--- src/rtl/fft_seq_pkg.sv ---
// Shared types, default widths and helpers for the FFT peak sequencer.
package fft_seq_pkg;
    localparam int DEF_DATA_W = 12;
    localparam int DEF_IDX_W  = 8;
    localparam int DEF_CNT_W  = 16;
    localparam int DIFF_W     = 16;

    typedef enum logic [1:0] {ST_IDLE, ST_RUN, ST_LOCKED, ST_FAULT} seq_state_e;

    // Plain unsigned distance between bins; no wrap-around between 0 and max bin.
    function automatic logic [DIFF_W-1:0] abs_diff(input logic [DIFF_W-1:0] a,
                                                   input logic [DIFF_W-1:0] b);
        return (a >= b) ? (a - b) : (b - a);
    endfunction
endpackage

--- src/rtl/fft_peak_sequencer_if.sv ---
// ADC sample stream plus FFT core handshake, seen from the sequencer (slave) and its environment (master).
interface fft_peak_sequencer_if import fft_seq_pkg::*; #(
    parameter int DATA_W = DEF_DATA_W,
    parameter int IDX_W  = DEF_IDX_W
);
    logic              s_valid;
    logic [DATA_W-1:0] s_data;
    logic              s_ready;
    logic              core_clk_enable;
    logic [DATA_W-1:0] core_rx_in;
    logic              core_ce_out;
    logic              core_valid_out;
    logic [IDX_W-1:0]  core_index_max;

    modport master (
        output s_valid, s_data, core_ce_out, core_valid_out, core_index_max,
        input  s_ready, core_clk_enable, core_rx_in
    );
    modport slave (
        input  s_valid, s_data, core_ce_out, core_valid_out, core_index_max,
        output s_ready, core_clk_enable, core_rx_in
    );
endinterface

--- src/rtl/fft_peak_qualifier.sv ---
// Tracks agreement of successive peak bins and produces lock / loss decisions and pulses.
module fft_peak_qualifier import fft_seq_pkg::*; #(
    parameter int IDX_W    = DEF_IDX_W,
    parameter int STABLE_N = 4,
    parameter int TOL      = 1
) (
    input  logic             clk,
    input  logic             reset,
    input  logic             clear,
    input  logic             res_vld,
    input  logic [IDX_W-1:0] res_idx,
    input  logic             in_run,
    input  logic             in_locked,
    output logic             lock_hit,
    output logic             loss_hit,
    output logic [IDX_W-1:0] peak_index,
    output logic             peak_valid,
    output logic             peak_lost
);
    logic [IDX_W-1:0]  last_idx;
    logic [3:0]        stable_cnt;
    logic              first;
    logic [DIFF_W-1:0] diff;
    logic              agree;

    assign diff  = abs_diff(DIFF_W'(res_idx), DIFF_W'(last_idx));
    assign agree = !first && (diff <= DIFF_W'(TOL));
    // Decided in the result cycle so the pulse and state change land one cycle later.
    assign lock_hit = res_vld && in_run && agree && (stable_cnt == 4'(STABLE_N - 1));
    assign loss_hit = res_vld && in_locked && !agree;

    always_ff @(posedge clk) begin
        if (reset) begin
            last_idx   <= '0;
            stable_cnt <= '0;
            first      <= 1'b1;
            peak_index <= '0;
            peak_valid <= 1'b0;
            peak_lost  <= 1'b0;
        end else begin
            peak_valid <= lock_hit;
            peak_lost  <= loss_hit;
            if (lock_hit) peak_index <= last_idx;
            if (clear) begin
                last_idx   <= '0;
                stable_cnt <= '0;
                first      <= 1'b1;
            end else if (res_vld) begin
                first <= 1'b0;
                if (!agree) begin
                    stable_cnt <= 4'd1;
                    last_idx   <= res_idx;
                end else if (in_run && stable_cnt != 4'hF) begin
                    stable_cnt <= stable_cnt + 4'd1;
                end
            end
        end
    end
endmodule

--- src/rtl/fft_peak_sequencer.sv ---
// Gates the FFT core from the ADC stream, supervises result timeout and wraps the peak qualifier.
module fft_peak_sequencer import fft_seq_pkg::*; #(
    parameter int DATA_W          = DEF_DATA_W,
    parameter int IDX_W           = DEF_IDX_W,
    parameter int STABLE_N        = 4,
    parameter int TOL             = 1,
    parameter int TIMEOUT_SAMPLES = 4096,
    parameter int CNT_W           = DEF_CNT_W
) (
    input  logic                 clk,
    input  logic                 reset,
    input  logic                 start,
    input  logic                 stop,
    fft_peak_sequencer_if.slave  bus,
    output logic [IDX_W-1:0]     peak_index,
    output logic                 peak_valid,
    output logic                 peak_lost,
    output logic                 locked,
    output logic                 fault,
    output logic [CNT_W-1:0]     result_count
);
    seq_state_e        state, state_next;
    logic              active, acc, res, clear, tmo_hit, lock_hit, loss_hit;
    logic [CNT_W-1:0]  tmo_cnt;
    logic              cke_q;
    logic [DATA_W-1:0] rx_q;

    assign active  = (state == ST_RUN) || (state == ST_LOCKED);
    assign acc     = bus.s_valid && active && !stop;
    assign res     = bus.core_valid_out && bus.core_ce_out && active && !stop;
    assign clear   = (state == ST_IDLE) && start && !stop;
    // A result in the terminal-count cycle resets the counter instead of faulting.
    assign tmo_hit = acc && !res && (tmo_cnt == CNT_W'(TIMEOUT_SAMPLES - 1));

    assign bus.s_ready         = active;
    assign bus.core_clk_enable = cke_q;
    assign bus.core_rx_in      = rx_q;
    assign locked              = (state == ST_LOCKED);
    assign fault               = (state == ST_FAULT);

    always_comb begin
        state_next = state;
        case (state)
            ST_IDLE:   if (start) state_next = ST_RUN;
            ST_RUN:    if (lock_hit) state_next = ST_LOCKED;
                       else if (tmo_hit) state_next = ST_FAULT;
            ST_LOCKED: if (loss_hit) state_next = ST_RUN;
                       else if (tmo_hit) state_next = ST_FAULT;
            default:   state_next = state;
        endcase
        if (stop) state_next = ST_IDLE;
    end

    always_ff @(posedge clk) begin
        if (reset) begin
            state        <= ST_IDLE;
            cke_q        <= 1'b0;
            rx_q         <= '0;
            tmo_cnt      <= '0;
            result_count <= '0;
        end else begin
            state <= state_next;
            cke_q <= acc;
            if (acc) rx_q <= bus.s_data;
            if (clear) begin
                tmo_cnt      <= '0;
                result_count <= '0;
            end else if (res) begin
                tmo_cnt <= '0;
                if (result_count != '1) result_count <= result_count + 1'b1;
            end else if (acc) begin
                tmo_cnt <= tmo_cnt + 1'b1;
            end
        end
    end

    fft_peak_qualifier #(
        .IDX_W    (IDX_W),
        .STABLE_N (STABLE_N),
        .TOL      (TOL)
    ) u_qual (
        .clk        (clk),
        .reset      (reset),
        .clear      (clear),
        .res_vld    (res),
        .res_idx    (bus.core_index_max),
        .in_run     (state == ST_RUN),
        .in_locked  (state == ST_LOCKED),
        .lock_hit   (lock_hit),
        .loss_hit   (loss_hit),
        .peak_index (peak_index),
        .peak_valid (peak_valid),
        .peak_lost  (peak_lost)
    );
endmodule

--- src/flat_wrapper.sv ---
// flat-port wrapper written by rule: the top's interface ports become plain ports
module fft_peak_sequencer_flat import fft_seq_pkg::*;
#(
    parameter int DATA_W          = DEF_DATA_W,
    parameter int IDX_W           = DEF_IDX_W,
    parameter int STABLE_N        = 4,
    parameter int TOL             = 1,
    parameter int TIMEOUT_SAMPLES = 4096,
    parameter int CNT_W           = DEF_CNT_W
)
  (clk, reset, start, stop, peak_index, peak_valid, peak_lost, locked, fault, result_count, bus_s_valid, bus_s_data, bus_core_ce_out, bus_core_valid_out, bus_core_index_max, bus_s_ready, bus_core_clk_enable, bus_core_rx_in);
  fft_peak_sequencer_if #(.DATA_W(DATA_W), .IDX_W(IDX_W)) bus_i ();
  input  logic clk;
  input  logic reset;
  input  logic start;
  input  logic stop;
  output logic [IDX_W-1:0] peak_index;
  output logic peak_valid;
  output logic peak_lost;
  output logic locked;
  output logic fault;
  output logic [CNT_W-1:0] result_count;
  input wire logic [$bits(bus_i.s_valid)-1:0] bus_s_valid;
  input wire logic [$bits(bus_i.s_data)-1:0] bus_s_data;
  input wire logic [$bits(bus_i.core_ce_out)-1:0] bus_core_ce_out;
  input wire logic [$bits(bus_i.core_valid_out)-1:0] bus_core_valid_out;
  input wire logic [$bits(bus_i.core_index_max)-1:0] bus_core_index_max;
  output wire logic [$bits(bus_i.s_ready)-1:0] bus_s_ready;
  output wire logic [$bits(bus_i.core_clk_enable)-1:0] bus_core_clk_enable;
  output wire logic [$bits(bus_i.core_rx_in)-1:0] bus_core_rx_in;
  assign bus_i.s_valid = bus_s_valid;
  assign bus_i.s_data = bus_s_data;
  assign bus_i.core_ce_out = bus_core_ce_out;
  assign bus_i.core_valid_out = bus_core_valid_out;
  assign bus_i.core_index_max = bus_core_index_max;
  assign bus_s_ready = bus_i.s_ready;
  assign bus_core_clk_enable = bus_i.core_clk_enable;
  assign bus_core_rx_in = bus_i.core_rx_in;
  fft_peak_sequencer #(.DATA_W(DATA_W), .IDX_W(IDX_W), .STABLE_N(STABLE_N), .TOL(TOL), .TIMEOUT_SAMPLES(TIMEOUT_SAMPLES), .CNT_W(CNT_W)) u_core (.clk(clk), .reset(reset), .start(start), .stop(stop), .bus(bus_i), .peak_index(peak_index), .peak_valid(peak_valid), .peak_lost(peak_lost), .locked(locked), .fault(fault), .result_count(result_count));
endmodule
--- config.mk ---
export PLATFORM = sky130hd
export DESIGN_NAME = fft_peak_sequencer_flat
export DESIGN_NICKNAME = d
export VERILOG_FILES = /design/src/rtl/fft_seq_pkg.sv /design/src/rtl/fft_peak_sequencer_if.sv /design/src/rtl/fft_peak_qualifier.sv /design/src/rtl/fft_peak_sequencer.sv /design/src/flat_wrapper.sv
export SDC_FILE = /design/constraint.sdc
export NUM_CORES = 1
export LEC_CHECK = 0
export CORE_UTILIZATION = 57
export DETAILED_ROUTE_END_ITERATION = 8
export GPL_TIMING_DRIVEN = 0
export PLACE_DENSITY = 0.92
export SYNTH_ARGS = -nofsm -noshare
export SYNTH_HDL_FRONTEND = slang
export SYNTH_SLANG_ARGS = --single-unit
--- constraint.sdc ---
create_clock -name clk -period 4.5 [get_ports clk]
set_clock_uncertainty 0.05 [all_clocks]
set_input_delay 0.45 -clock clk [delete_from_list [all_inputs] [get_ports clk]]
set_output_delay 0.45 -clock clk [all_outputs]
set_load 0.01 [all_outputs]
==> impl_metrics.ini <==
[status]
status = finished, final reports clean

[sta]
setup_viol = 0
period_needed_ns = 3.300
max_freq_ghz = 0.3030
hold_viol = 0
slew_headroom_pct = 60.49
grt_setup_unrepaired = no
fin_ws_ns = 1.200
fin_crit_sh_pct = 73.34
worstMarginPinSlew_ns = 0.5872
setup_tns_ns = 0
drv_slew = 0

[routing]
first_pass_iters = 6
via_per_inst = 5.901
initialDrtViolationCount = 270
detail_route.wl_per_cell_um = 15.64
drtAntennaViolNets = 0
routed_wl_um = 9962
vias = 3759
drcViolationCount = 0

[run]
cap_violations = 0

[global_routing]
grt_usage_pct = 28.18
grt_first_pass_wirelength_um = 16280
overflow = 0
grt_pass1_vias = 3643
antenna_found_initial = 0
grt_max_degree = 13

[floorplan]
die_h_um = 85.02
io_pins = 69
start_util_pct = 60.49
core-area_um2 = 6495
die-area_um2 = 7228
fp-row-count = 29
die_w_um = 85.02

[layout]
drive_gt1_share_pct = 6.786
syn_to_final_growth_pct = 25.38
stdcell_count = 637
layout.nets = 608
n_antenna_cell = 0
finalInstanceArea_um2 = 4926

[worst_setup_path]
ff2ff_path_depth = 12
crit_slowest_cell = nor4_1
crit_chain = clkdlybuf4s50_1 > ha_1 > inv_1 > fa_1 > nor3_1 > o2111ai_1 > nor4_1 > and4_1 > buf_2 > buf_2 > o21ai_1 > a21oi_1
r2r_slack_ns = 1.37
endpoint_kind = flip-flop
cp.required_ns = 4.73
crit_top_cell = buf_2
rr_endpoint = u_core.u_qual.last_idx[4]
start_kind = primary input
critPathKind = in -> reg
path_max_fanout = 10
critPathArrivalTime_ns = 3.53
r2r_start = u_core.u_qual.last_idx[0]
critPathMaxStageDelay_ns = 0.56

[place]
place_area_um2 = 4706
dp_slack_ns = 0.9086
portBuffers = 68
place_congestion = 0.9571
place_inst = 622
dp_hpwl_um = 7293

[clock_network]
cts.sink_count = 70
cts_max_level = 3
clk_latency_ns = 0.35
cts_tree = done
root_buffer = clkbuf_8
cts_buffer_depth = 2
cts_resized = 0
clkSlewWorstSetupHoldPaths_ns = 0.08
post_cts_buffers = 0
cts_buffers = 9
cts_hold_buf = 0

[logic_synthesis]
postSynth.asyncResetShare_pct = 0
synth_fp_nets = 529
synth.avg_cell_area_um2 = 8.236
synthDistinctLibCells = 60
ys_seq_area_share_pct = 35.67
synth_top_area_share_pct = 35.67
ys_ff_latch = 70
synth_area_leaders = dfxtp_1, ha_1, nand2_1, nor2_1, a21oi_1
synth-edff-count = 0
syn-instance-count = 477
syn-cell-area_um2 = 3929
synth_warnings = 0
ys.flop_type = dfxtp_1
yosys.area.top_type = dfxtp_1

[hold_path]
hold_start = u_core.bus.core_rx_in[3]
worstHoldPathCells = 2
min_path_type = reg -> reg
holdPathEnd = u_core.bus.core_rx_in[3]

[power]
vdd.ir_drop.worst_mv = 0.2045
p_leak_nw = 1.757
power_density_nw_per_um2 = 267.6
cell type report:
class,count,area (um^2)
fill,458,1569
timing repair buffer,68,680.7
inverter,30,112.6
sequential,70,1401
buffer,18,86.33
clock inverter,5,82.58
clock buffer,10,137.6
tap,77,96.34
multi-input combinational,359,2328
sequential cells by signal, indices dropped and copies added, names as in the netlist:
signal                      flops
u_core.result_count            16
u_core.tmo_cnt                 16
u_core.u_qual.stable_cnt        4
u_core.u_qual.peak_index        8
u_core.u_qual.peak_valid        1
u_core.u_qual.peak_lost         1
u_core.u_qual.last_idx          8
u_core.state                    2
u_core.bus.core_rx_in          12
u_core.bus.core_clk_enable      1
u_core.u_qual.first             1
cells in the mapped netlist, types with 4 or more instances:
cell type	n
nand3b_1	6
mux2i_1	12
buf_2	6
xor2_1	19
nor3_1	9
ha_1	23
o21ai_0	11
nand3_1	16
nor2_1	53
a21oi_1	34
nand2_1	55
nand4_1	14
dfxtp_1	70
and3_1	6
clkbuf_1	10
xnor2_1	14
o21ai_1	8
nand2b_1	18
nor4_1	4
inv_1	29
cells by family after synthesis:
kind of cell             count (synthesis)  synth area share, %
flip-flops                              70                35.67
AND/OR/NAND/NOR                        198                24.94
buffers and inverters                   48                5.064
AO/OA/AOI/OAI                           90                15.29
multiplexers                            13                3.344
adder cells (fa/ha/maj)                 25                8.344
XOR/XNOR                                33                7.357
worst max-delay path by stage:
stage / cells after the start / to / startpoint
after floorplan: 10 / u_core.u_qual.stable_cnt[0] / bus_core_index_max[0]
after global placement: 12 / u_core.u_qual.last_idx[4] / bus_core_index_max[0]
after detailed placement: 12 / u_core.u_qual.last_idx[4] / bus_core_index_max[0]
after CTS: 12 / u_core.u_qual.last_idx[4] / bus_core_index_max[0]
after global routing: 12 / u_core.u_qual.last_idx[4] / bus_core_index_max[0]
final: 12 / u_core.u_qual.last_idx[4] / bus_core_index_max[0]
where the power goes:
group | leakage (nW) | internal [mW] | switching, mW | total, mW
combinational | 1.08 | 0.0580 | 0.0707 | 0.129
clock | 0.113 | 0.326 | 0.239 | 0.565
sequential | 0.564 | 0.622 | 0.00255 | 0.625
total | 1.76 | 1.01 | 0.312 | 1.32
stage by stage:
step	utilization (%)	power (mW)	hold WS, ns
CTS	75.84	1.319	0.4107
detailed placement	72.45	0.7642	0.4010
floorplan	-	0.7123	0.3865
finish	75.84	1.318	0.4079
global route	75.84	1.362	0.4325
global placement	72.45	0.7601	0.3923
layer usage:
metal / vias up / GRT usage (%) / routed length [um] / part of all wire, %
li1: 1804 / - / - / -
met1: 1787 / 33.76 / 4363 / 44
met2: 137 / 49.12 / 4804 / 48
met3: 31 / 6.420 / 550 / 5.5
met4: 0 / 10.79 / 244 / 2.4
met5: - / 0 / 0 / 0
layout by cell type, fill, tap and decap left out, drive strengths merged, types with 8 or more instances in the layout:
master and instances:
nor3 10, nand2b 18, nand2 55, o21ai 20, a21oi 35, dfxtp 70
clkdlybuf4s50 68, inv 31, nand3 16, nand4 14, mux2i 12, clkbuf 20
nor2 54, ha 23, xnor2 14, buf 8, xor2 19
worst max-delay path: cells and delay by family:
kind | cells | cell delay [ns]
compound gates | 3 | 0.43
simple gates | 3 | 1.02
fa+ha+maj | 2 | 0.63
buf+inv | 4 | 0.99
No activity file was read; power rests on OpenSTA's default activity.
